--- src/rtl/ysyx_22040127_mem_stage_if.sv ---
//==============================================================================
// Module   : ysyx_22040127_mem_stage_if
// Purpose  : EX->MEM, data-memory and MEM->WB signal bundle of the MEM stage.
//            mem_misalign exists only when MEM_MISALIGN_CHECK_EN is defined.
// Revision : 1.0 - initial release
//==============================================================================
`default_nettype none

interface ysyx_22040127_mem_stage_if #(
  parameter int CSRP_W = 90
);
  logic                  ex_to_mem_valid;
  logic                  mem_allowin;
  logic [31:0]           ex_pc;
  logic [4:0]            ex_rd;
  logic                  ex_reg_wen;
  logic [63:0]           ex_alu_result;
  logic [63:0]           ex_store_data;
  logic                  ex_mem_read;
  logic                  ex_mem_write;
  logic [1:0]            ex_mem_size;
  logic                  ex_load_unsigned;
  logic [CSRP_W-1:0]     ex_csr_pass;

  logic                  dmem_req;
  logic                  dmem_we;
  logic [63:0]           dmem_addr;
  logic [63:0]           dmem_wdata;
  logic [7:0]            dmem_wmask;
  logic                  dmem_ack;
  logic [63:0]           dmem_rdata;

  logic                  mem_flush;
  logic                  wb_allowin;
  logic                  mem_to_wb_valid;
  logic [230+CSRP_W:0]   mem_to_wb_bus;

  logic                  mem_fwd_valid;
  logic                  mem_fwd_ready;
  logic [4:0]            mem_fwd_rd;
  logic [63:0]           mem_fwd_data;
`ifdef MEM_MISALIGN_CHECK_EN
  logic                  mem_misalign;
`endif

  // MEM stage side
  modport slave (
`ifdef MEM_MISALIGN_CHECK_EN
    output mem_misalign,
`endif
    input  ex_to_mem_valid, ex_pc, ex_rd, ex_reg_wen, ex_alu_result, ex_store_data,
    input  ex_mem_read, ex_mem_write, ex_mem_size, ex_load_unsigned, ex_csr_pass,
    input  dmem_ack, dmem_rdata, mem_flush, wb_allowin,
    output mem_allowin, dmem_req, dmem_we, dmem_addr, dmem_wdata, dmem_wmask,
    output mem_to_wb_valid, mem_to_wb_bus,
    output mem_fwd_valid, mem_fwd_ready, mem_fwd_rd, mem_fwd_data
  );

  // EX / memory / WB side
  modport master (
`ifdef MEM_MISALIGN_CHECK_EN
    input  mem_misalign,
`endif
    output ex_to_mem_valid, ex_pc, ex_rd, ex_reg_wen, ex_alu_result, ex_store_data,
    output ex_mem_read, ex_mem_write, ex_mem_size, ex_load_unsigned, ex_csr_pass,
    output dmem_ack, dmem_rdata, mem_flush, wb_allowin,
    input  mem_allowin, dmem_req, dmem_we, dmem_addr, dmem_wdata, dmem_wmask,
    input  mem_to_wb_valid, mem_to_wb_bus,
    input  mem_fwd_valid, mem_fwd_ready, mem_fwd_rd, mem_fwd_data
  );
endinterface

`default_nettype wire

--- src/rtl/ysyx_22040127_mem_stage.sv ---
//==============================================================================
// Module   : ysyx_22040127_mem_stage
// Purpose  : MEM pipeline stage: req/ack data-memory access, store lane
//            alignment, load extension and MEM->WB handoff with forwarding view.
//            Optional macro MEM_MISALIGN_CHECK_EN traps misaligned accesses.
// Revision : 1.0 - initial release
//==============================================================================
`default_nettype none

module ysyx_22040127_mem_stage #(
  parameter int CSRP_W = 90
) (
  input  logic                            clk,
  input  logic                            rst,
  ysyx_22040127_mem_stage_if.slave        mem_if
);

  localparam logic [1:0] C_IDLE = 2'd0;
  localparam logic [1:0] C_BUSY = 2'd1;
  localparam logic [1:0] C_DONE = 2'd2;

  logic [1:0]        state_q, state_d;
  logic              mem_valid_q, mem_valid_d;
  logic              killed_q, killed_d;
  logic [31:0]       pc_q, pc_d;
  logic [4:0]        rd_q, rd_d;
  logic              reg_wen_q, reg_wen_d;
  logic [63:0]       alu_q, alu_d;
  logic [63:0]       sdata_q, sdata_d;
  logic              mem_read_q, mem_read_d;
  logic              mem_write_q, mem_write_d;
  logic [1:0]        size_q, size_d;
  logic              uns_q, uns_d;
  logic [CSRP_W-1:0] csr_q, csr_d;
  logic [63:0]       rdata_q, rdata_d;

  logic              w_in_misalign;
  logic              w_misalign;
  logic              w_access;
  logic              w_ready_go;
  logic              w_to_wb_valid;
  logic              w_allowin;
  logic              w_load;
  logic              w_start;
  logic [5:0]        w_shift;
  logic [63:0]       w_rshift;
  logic [63:0]       w_load_val;
  logic [7:0]        w_mask_base;
  logic [63:0]       w_reg_wdata;
  logic [63:0]       w_diff_data;
  logic              w_reg_wen_out;
  logic              w_memwrite;

`ifdef MEM_MISALIGN_CHECK_EN
  logic              misalign_q, misalign_d;
  logic [2:0]        w_align_mask;

  always_comb begin
    case (mem_if.ex_mem_size)
      2'd0:    w_align_mask = 3'b000;
      2'd1:    w_align_mask = 3'b001;
      2'd2:    w_align_mask = 3'b011;
      default: w_align_mask = 3'b111;
    endcase
  end

  assign w_in_misalign = (mem_if.ex_mem_read || mem_if.ex_mem_write) &&
                         (|(mem_if.ex_alu_result[2:0] & w_align_mask));
  assign misalign_d    = w_load ? w_in_misalign : misalign_q;
  assign w_misalign    = misalign_q;
  assign mem_if.mem_misalign = w_to_wb_valid && mem_if.wb_allowin && misalign_q;

  always_ff @(posedge clk) begin
    if (rst) misalign_q <= 1'b0;
    else     misalign_q <= misalign_d;
  end
`else
  assign w_in_misalign = 1'b0;
  assign w_misalign    = 1'b0;
`endif

  // A misaligned access is retired like a plain ALU op, without touching memory.
  assign w_access      = (mem_read_q || mem_write_q) && !w_misalign;
  assign w_ready_go    = !w_access || (state_q == C_DONE);
  assign w_to_wb_valid = mem_valid_q && !killed_q && w_ready_go;
  assign w_allowin     = !rst && (!mem_valid_q || (w_ready_go && mem_if.wb_allowin) ||
                                  (killed_q && (state_q != C_BUSY)));
  assign w_load        = mem_if.ex_to_mem_valid && w_allowin;
  assign w_start       = w_load && !mem_if.mem_flush &&
                         (mem_if.ex_mem_read || mem_if.ex_mem_write) && !w_in_misalign;

  always_comb begin
    state_d     = state_q;
    mem_valid_d = mem_valid_q;
    killed_d    = 1'b0;
    case (state_q)
      C_IDLE:  state_d = w_start ? C_BUSY : C_IDLE;
      C_BUSY:  state_d = mem_if.dmem_ack ? C_DONE : C_BUSY;
      C_DONE:  if (w_allowin || mem_if.mem_flush) state_d = w_start ? C_BUSY : C_IDLE;
      default: state_d = C_IDLE;
    endcase

    if (w_load)                                     mem_valid_d = !mem_if.mem_flush;
    else if (mem_if.mem_flush && state_q != C_BUSY) mem_valid_d = 1'b0;
    else if (w_allowin)                             mem_valid_d = 1'b0;

    // A squashed access must still finish its memory handshake before leaving.
    if (state_q == C_BUSY) killed_d = killed_q || (mem_if.mem_flush && mem_valid_q);
  end

  always_comb begin
    pc_d        = pc_q;
    rd_d        = rd_q;
    reg_wen_d   = reg_wen_q;
    alu_d       = alu_q;
    sdata_d     = sdata_q;
    mem_read_d  = mem_read_q;
    mem_write_d = mem_write_q;
    size_d      = size_q;
    uns_d       = uns_q;
    csr_d       = csr_q;
    rdata_d     = rdata_q;
    if (w_load) begin
      pc_d        = mem_if.ex_pc;
      rd_d        = mem_if.ex_rd;
      reg_wen_d   = mem_if.ex_reg_wen;
      alu_d       = mem_if.ex_alu_result;
      sdata_d     = mem_if.ex_store_data;
      mem_read_d  = mem_if.ex_mem_read;
      mem_write_d = mem_if.ex_mem_write;
      size_d      = mem_if.ex_mem_size;
      uns_d       = mem_if.ex_load_unsigned;
      csr_d       = mem_if.ex_csr_pass;
    end
    if (state_q == C_BUSY && mem_if.dmem_ack) rdata_d = mem_if.dmem_rdata;
  end

  always_ff @(posedge clk) begin
    if (rst) begin
      state_q     <= C_IDLE;
      mem_valid_q <= 1'b0;
      killed_q    <= 1'b0;
      pc_q        <= '0;
      rd_q        <= '0;
      reg_wen_q   <= 1'b0;
      alu_q       <= '0;
      sdata_q     <= '0;
      mem_read_q  <= 1'b0;
      mem_write_q <= 1'b0;
      size_q      <= '0;
      uns_q       <= 1'b0;
      csr_q       <= '0;
      rdata_q     <= '0;
    end else begin
      state_q     <= state_d;
      mem_valid_q <= mem_valid_d;
      killed_q    <= killed_d;
      pc_q        <= pc_d;
      rd_q        <= rd_d;
      reg_wen_q   <= reg_wen_d;
      alu_q       <= alu_d;
      sdata_q     <= sdata_d;
      mem_read_q  <= mem_read_d;
      mem_write_q <= mem_write_d;
      size_q      <= size_d;
      uns_q       <= uns_d;
      csr_q       <= csr_d;
      rdata_q     <= rdata_d;
    end
  end

  assign w_shift  = {alu_q[2:0], 3'b000};
  assign w_rshift = rdata_q >> w_shift;

  always_comb begin
    case (size_q)
      2'd0: begin
        w_mask_base = 8'h01;
        w_load_val  = uns_q ? {56'd0, w_rshift[7:0]}  : {{56{w_rshift[7]}}, w_rshift[7:0]};
      end
      2'd1: begin
        w_mask_base = 8'h03;
        w_load_val  = uns_q ? {48'd0, w_rshift[15:0]} : {{48{w_rshift[15]}}, w_rshift[15:0]};
      end
      2'd2: begin
        w_mask_base = 8'h0F;
        w_load_val  = uns_q ? {32'd0, w_rshift[31:0]} : {{32{w_rshift[31]}}, w_rshift[31:0]};
      end
      default: begin
        w_mask_base = 8'hFF;
        w_load_val  = w_rshift;
      end
    endcase
  end

  assign w_reg_wdata   = mem_read_q ? w_load_val : alu_q;
  assign w_diff_data   = mem_write_q ? sdata_q : (mem_read_q ? w_load_val : 64'd0);
  assign w_reg_wen_out = reg_wen_q && !w_misalign;
  assign w_memwrite    = mem_write_q && !w_misalign;

  // Lanes pushed past byte 7 simply fall off the top of the mask and data.
  assign mem_if.dmem_req   = (state_q == C_BUSY);
  assign mem_if.dmem_we    = (state_q == C_BUSY) && mem_write_q;
  assign mem_if.dmem_addr  = {alu_q[63:3], 3'b000};
  assign mem_if.dmem_wmask = w_mask_base << alu_q[2:0];
  assign mem_if.dmem_wdata = sdata_q << w_shift;

  assign mem_if.mem_allowin     = w_allowin;
  assign mem_if.mem_to_wb_valid = w_to_wb_valid;
  assign mem_if.mem_to_wb_bus   = {w_memwrite, w_diff_data, alu_q, csr_q, pc_q,
                                   w_reg_wen_out, rd_q, w_reg_wdata};

  assign mem_if.mem_fwd_valid = mem_valid_q && !killed_q && w_reg_wen_out && (rd_q != 5'd0);
  assign mem_if.mem_fwd_ready = w_ready_go;
  assign mem_if.mem_fwd_rd    = rd_q;
  assign mem_if.mem_fwd_data  = w_reg_wdata;

endmodule

`default_nettype wire
--- src/flat_wrapper.sv ---
// flat-port wrapper written by rule: the top's interface ports become plain ports
module ysyx_22040127_mem_stage_flat 
#(
  parameter int CSRP_W = 90
)
  (clk, rst, mem_if_ex_to_mem_valid, mem_if_ex_pc, mem_if_ex_rd, mem_if_ex_reg_wen, mem_if_ex_alu_result, mem_if_ex_store_data, mem_if_ex_mem_read, mem_if_ex_mem_write, mem_if_ex_mem_size, mem_if_ex_load_unsigned, mem_if_ex_csr_pass, mem_if_dmem_ack, mem_if_dmem_rdata, mem_if_mem_flush, mem_if_wb_allowin, mem_if_mem_allowin, mem_if_dmem_req, mem_if_dmem_we, mem_if_dmem_addr, mem_if_dmem_wdata, mem_if_dmem_wmask, mem_if_mem_to_wb_valid, mem_if_mem_to_wb_bus, mem_if_mem_fwd_valid, mem_if_mem_fwd_ready, mem_if_mem_fwd_rd, mem_if_mem_fwd_data);
  ysyx_22040127_mem_stage_if #(.CSRP_W(CSRP_W)) mem_if_i ();
  input  logic clk;
  input  logic rst;
  input wire logic [$bits(mem_if_i.ex_to_mem_valid)-1:0] mem_if_ex_to_mem_valid;
  input wire logic [$bits(mem_if_i.ex_pc)-1:0] mem_if_ex_pc;
  input wire logic [$bits(mem_if_i.ex_rd)-1:0] mem_if_ex_rd;
  input wire logic [$bits(mem_if_i.ex_reg_wen)-1:0] mem_if_ex_reg_wen;
  input wire logic [$bits(mem_if_i.ex_alu_result)-1:0] mem_if_ex_alu_result;
  input wire logic [$bits(mem_if_i.ex_store_data)-1:0] mem_if_ex_store_data;
  input wire logic [$bits(mem_if_i.ex_mem_read)-1:0] mem_if_ex_mem_read;
  input wire logic [$bits(mem_if_i.ex_mem_write)-1:0] mem_if_ex_mem_write;
  input wire logic [$bits(mem_if_i.ex_mem_size)-1:0] mem_if_ex_mem_size;
  input wire logic [$bits(mem_if_i.ex_load_unsigned)-1:0] mem_if_ex_load_unsigned;
  input wire logic [$bits(mem_if_i.ex_csr_pass)-1:0] mem_if_ex_csr_pass;
  input wire logic [$bits(mem_if_i.dmem_ack)-1:0] mem_if_dmem_ack;
  input wire logic [$bits(mem_if_i.dmem_rdata)-1:0] mem_if_dmem_rdata;
  input wire logic [$bits(mem_if_i.mem_flush)-1:0] mem_if_mem_flush;
  input wire logic [$bits(mem_if_i.wb_allowin)-1:0] mem_if_wb_allowin;
  output wire logic [$bits(mem_if_i.mem_allowin)-1:0] mem_if_mem_allowin;
  output wire logic [$bits(mem_if_i.dmem_req)-1:0] mem_if_dmem_req;
  output wire logic [$bits(mem_if_i.dmem_we)-1:0] mem_if_dmem_we;
  output wire logic [$bits(mem_if_i.dmem_addr)-1:0] mem_if_dmem_addr;
  output wire logic [$bits(mem_if_i.dmem_wdata)-1:0] mem_if_dmem_wdata;
  output wire logic [$bits(mem_if_i.dmem_wmask)-1:0] mem_if_dmem_wmask;
  output wire logic [$bits(mem_if_i.mem_to_wb_valid)-1:0] mem_if_mem_to_wb_valid;
  output wire logic [$bits(mem_if_i.mem_to_wb_bus)-1:0] mem_if_mem_to_wb_bus;
  output wire logic [$bits(mem_if_i.mem_fwd_valid)-1:0] mem_if_mem_fwd_valid;
  output wire logic [$bits(mem_if_i.mem_fwd_ready)-1:0] mem_if_mem_fwd_ready;
  output wire logic [$bits(mem_if_i.mem_fwd_rd)-1:0] mem_if_mem_fwd_rd;
  output wire logic [$bits(mem_if_i.mem_fwd_data)-1:0] mem_if_mem_fwd_data;
  assign mem_if_i.ex_to_mem_valid = mem_if_ex_to_mem_valid;
  assign mem_if_i.ex_pc = mem_if_ex_pc;
  assign mem_if_i.ex_rd = mem_if_ex_rd;
  assign mem_if_i.ex_reg_wen = mem_if_ex_reg_wen;
  assign mem_if_i.ex_alu_result = mem_if_ex_alu_result;
  assign mem_if_i.ex_store_data = mem_if_ex_store_data;
  assign mem_if_i.ex_mem_read = mem_if_ex_mem_read;
  assign mem_if_i.ex_mem_write = mem_if_ex_mem_write;
  assign mem_if_i.ex_mem_size = mem_if_ex_mem_size;
  assign mem_if_i.ex_load_unsigned = mem_if_ex_load_unsigned;
  assign mem_if_i.ex_csr_pass = mem_if_ex_csr_pass;
  assign mem_if_i.dmem_ack = mem_if_dmem_ack;
  assign mem_if_i.dmem_rdata = mem_if_dmem_rdata;
  assign mem_if_i.mem_flush = mem_if_mem_flush;
  assign mem_if_i.wb_allowin = mem_if_wb_allowin;
  assign mem_if_mem_allowin = mem_if_i.mem_allowin;
  assign mem_if_dmem_req = mem_if_i.dmem_req;
  assign mem_if_dmem_we = mem_if_i.dmem_we;
  assign mem_if_dmem_addr = mem_if_i.dmem_addr;
  assign mem_if_dmem_wdata = mem_if_i.dmem_wdata;
  assign mem_if_dmem_wmask = mem_if_i.dmem_wmask;
  assign mem_if_mem_to_wb_valid = mem_if_i.mem_to_wb_valid;
  assign mem_if_mem_to_wb_bus = mem_if_i.mem_to_wb_bus;
  assign mem_if_mem_fwd_valid = mem_if_i.mem_fwd_valid;
  assign mem_if_mem_fwd_ready = mem_if_i.mem_fwd_ready;
  assign mem_if_mem_fwd_rd = mem_if_i.mem_fwd_rd;
  assign mem_if_mem_fwd_data = mem_if_i.mem_fwd_data;
  ysyx_22040127_mem_stage #(.CSRP_W(CSRP_W)) u_core (.clk(clk), .rst(rst), .mem_if(mem_if_i));
endmodule
--- config.mk ---
export PLATFORM = sky130hd
export DESIGN_NAME = ysyx_22040127_mem_stage_flat
export DESIGN_NICKNAME = d
export VERILOG_FILES = /design/src/rtl/ysyx_22040127_mem_stage_if.sv /design/src/rtl/ysyx_22040127_mem_stage.sv /design/src/flat_wrapper.sv
export SDC_FILE = /design/constraint.sdc
export NUM_CORES = 1
export LEC_CHECK = 0
export CORE_AREA = 2 2 334 336
export DETAILED_ROUTE_END_ITERATION = 16
export DIE_AREA = 0 0 336 338
export PLACE_DENSITY = 0.38
export SYNTH_ARGS = -nofsm -noshare
export SYNTH_HDL_FRONTEND = slang
export SYNTH_SLANG_ARGS = --single-unit
--- constraint.sdc ---
create_clock -name clk -period 2.85 [get_ports clk]
set_input_delay 0.285 -clock clk [delete_from_list [all_inputs] [get_ports clk]]
set_output_delay 0.285 -clock clk [all_outputs]
set_load 0.01 [all_outputs]
==> summary.txt <==
Run status
  • Outcome: finished with violations
  • Failing checks: setup timing

Synth
  • Top-count cell post-synth: nand2_1
  • Post-synth top cells: 729 x nand2_1, 329 x dfxtp_1, 279 x o21ai_0
  • Yosys top cell by area: dfxtp_1
  • Dominant cells by area after synthesis: dfxtp_1 37%, nand2_1 15%, o21ai_0 7.9%, buf_4 6.3%, mux2i_1 5.5%
  • EDFF count, synth: 0
  • Syn. warnings: 0
  • Synthesis-stage register bit count: between 300 and 400
  • Post-Syn Area: 17770 um2
  • Sequential-to-total area share from yosys stat: 0.3707
  • Synth Instances: 2393
  • Synth unique cells: 54
  • Post-synthesis async set-or-reset flop share: 0
  • Area share of the largest cell type after synthesis: 0.3707
  • Main synth FF type: dfxtp_1
  • Mapped Avg Cell Area: 7.425 um2

STA
  • RSZ-0062 raised after global routing: yes
  • Max transition margin: 0.2965
  • Worst-Margin Slew: 1.055 ns
  • Max Slew Vio Count: 0
  • Tcrit/Tclk final: 1.130
  • Fmax: 0.3105 GHz
  • Min Tclk post-route: 3.221 ns
  • Final Skew: roughly 0.015 ns
  • Hold Violations, Final: 0
  • Setup violators final: between 150 and 200
  • Setup slack after layout: -0.3705 ns

Worst setup path
  • CP Data Required Time: 2.57 ns
  • Worst Setup Start Kind: flip-flop
  • Critical path buffer and inverter count: 7
  • Worst-path cell with the longest stage delay: dfxtp_4
  • Register-to-register path setup slack: 0.53 ns
  • CP max FO: 14
  • Critical Path AT: about 2.9 ns
  • Critical-path cell list: buf_6 > or2_4 > a211oi_4 > nor4b_4 > buf_12 > nor3_4 > buf_12 > buf_6 > buf_6 > a31oi_4 > buf_4 > buf_6
  • Critical path's largest stage delay: 0.38 ns
  • Crit path max-delay family: buffers and inverters
  • Worst Setup End Kind: output pin
  • Critical Setup Path Class: flip-flop to output pin
  • Worst path most repeated cell: buf_6

Clock network
  • CTS Buffer Depth: 3
  • Clock buffer count from CTS: 46
  • Clock latency on the worst-skew pair: around 0.62 ns
  • Sink Count: about 330
  • CTS clk-pin slew, worst paths: 0.06 ns
  • TritonCTS clock tree: built
  • Root buffer selected by CTS: clkbuf_16
  • CTS H-tree depth: 2

Run
  • Total of max-cap violations: 0

Pwr
  • Portion of total power attributed to combinational logic: 0.342
  • Clock power frac: 0.350
  • Part of the power in registers: 0.308
  • Leakage: approximately 13 nW
  • Peak VDD IR: 0.4291 mV
  • Net Sw Power: 5.713 mW
  • Switching share of power: 0.3335
  • Internal power: between 10 and 15 mW
  • Total power: 17.13 mW
  • P per Cell Area: 500.0 nW/um2

Placement
  • Place WS: -0.2527 ns
  • GP Congestion: 0.8959
  • Port Buf Inserts: between 800 and 900
  • Hpwl dp: approximately 100000 um

Floorplanning
  • # IOs: 863
  • Effective utilization at floorplan: 0.1614
  • Die height: 338 um
  • Die Wd: 336 um
  • Rows: about 120
  • Total core area: 110100 um2
  • Die Area: 113600 um2

Cells and area
  • Layout cell share with drive strength beyond 1: 0.2932
  • Nets: 3700
  • P&R area growth vs syn: 92.85%

GRT
  • Initial antenna violation count: 18
  • Vias in the first global route: 20470
  • Largest net degree at the start of global routing: approximately 100
  • Grt ovf: 0
  • Overall Global Routing Usage: 0.2182
  • First-pass GRT wire length: 172100 um

Detailed routing
  • Final WL: roughly 130000 um
  • ANT nets after route: 0
  • DRT Pass-1 Iters: 5
  • Wire length per cell: 27.49 um
  • Mean number of vias per cell: 4.352
  • Drt drc: 0
  • Via Count: 21290
  • Iter 0 DRT Violations: approximately 1300

Min path
  • Worst hold path class: primary input to flip-flop
==> power by group through the flow <==
stage	clock (mW)	combinational (mW)	sequential, mW
5_1_grt	6.33	6.21	5.31
3_5_place_dp	0	4.90	5.37
3_3_place_gp	0	4.92	5.37
6_report	5.99	5.86	5.28
4_1_cts	6.21	5.05	5.28
2_1_floorplan	0	1.81	5.29
==> worst paths after layout <==
kind / start / end / depth (start not counted)
worst max register to register: u_core.mem_read_q / u_core.csr_q[51] / 9
worst min register to register: u_core.csr_q[56] / u_core.csr_q[56] / 2
worst min-delay path: mem_if_ex_csr_pass[23] / u_core.csr_q[23] / 3
worst max-delay path: u_core.alu_q[0] / mem_if_mem_fwd_data[63] / 12
==> layer usage <==
layer | track usage | vias to the layer above | part of all wire
met3 | 0.06699 | 173 | 0.075
met4 | 0.07633 | 14 | 0.039
met5 | 0 | - | 0.00074
li1 | - | 9980 | -
met1 | 0.2454 | 10300 | 0.39
met2 | 0.3883 | 826 | 0.50
==> worst min-delay path: stages <==
cell and delay (ns):
clkdlybuf4s50_1 0.40, nand2_1 0.05, o21ai_1 0.05
==> per-stage QoR <==
stage               cells    util  hold slack, ns  area [um2]  TNS, ns
CTS                  4771  0.2821          0.1547       31050   -84.54
finish               4892  0.3114          0.2121       34270   -38.91
global placement     4665  0.2617          0.4345       28800   -2.327
detailed placement   4665  0.2617          0.4453       28800   -2.682
floorplan            2395       -          0.3935       17780        0
global route         4890  0.3113          0.1847       34260   -58.03
==> flip-flops by register name (all words and copies together) (netlist names) <==
signal                    count
u_core.mem_valid_q            1
u_core.mem_read_q             1
u_core.pc_q                  32
u_core.state_q                2
u_core.sdata_q               64
u_core.size_q                 2
u_core.mem_write_q            1
u_core.rdata_q               64
u_core.uns_q                  1
u_core.alu_q                 64
u_core.mem_if.mem_fwd_rd      5
u_core.reg_wen_q              1
u_core.csr_q                 90
u_core.killed_q               1
==> layout make-up <==
cell class              instances  area, um2
repair buffers               1267      13080
fillers                     11770      75790
multi-input cells            1702      11110
diodes                          7      17.52
well taps                    1488       1862
flip-flops and latches        329       6603
clock inverters                13      182.7
inverters                      23      100.1
clock buffers                  63       1316
==> cell families after synthesis <==
kind of cell | Yosys count | share of synthesized area
and+or+nand+nor | 901 | 0.2022
AOI/OAI and AO/OA | 648 | 0.2067
buffers and inverters | 364 | 0.1187
DFF | 329 | 0.3707
muxes | 150 | 0.1015
other | 1 | 0.0002111
==> cell usage in the layout (no fill, tap or decap), types with 14 or more instances in the layout <==
cell type        instances
o31ai_1                 20
o21ai_1                 18
buf_4                  304
o221ai_4                17
nor2b_1                 14
nor2_1                  98
nand2_1                722
a211oi_2                17
a31oi_4                 25
clkbuf_16               59
inv_1                   20
a21oi_2                 28
mux2i_1                 67
clkbuf_2                18
mux2_2                  24
a211oi_1                14
buf_2                   38
buf_6                  153
mux2i_2                 16
a21oi_1                121
buf_12                  77
mux2i_4                 14
a21oi_4                 38
o21ai_0                256
mux4_2                  21
buf_8                   14
dlymetal6s2s_1          41
dfxtp_1                324
clkdlybuf4s50_1        597
==> repair_timing <==
item,CTS,global route
resized for setup,367,887
endpoints found under the setup margin,250,251
cloned,4,14
setup buffers,27,116
hold buffers,1,0
hold endpoints to repair,3,0
pin swaps,18,78
Power figures use the tool's default switching activity.
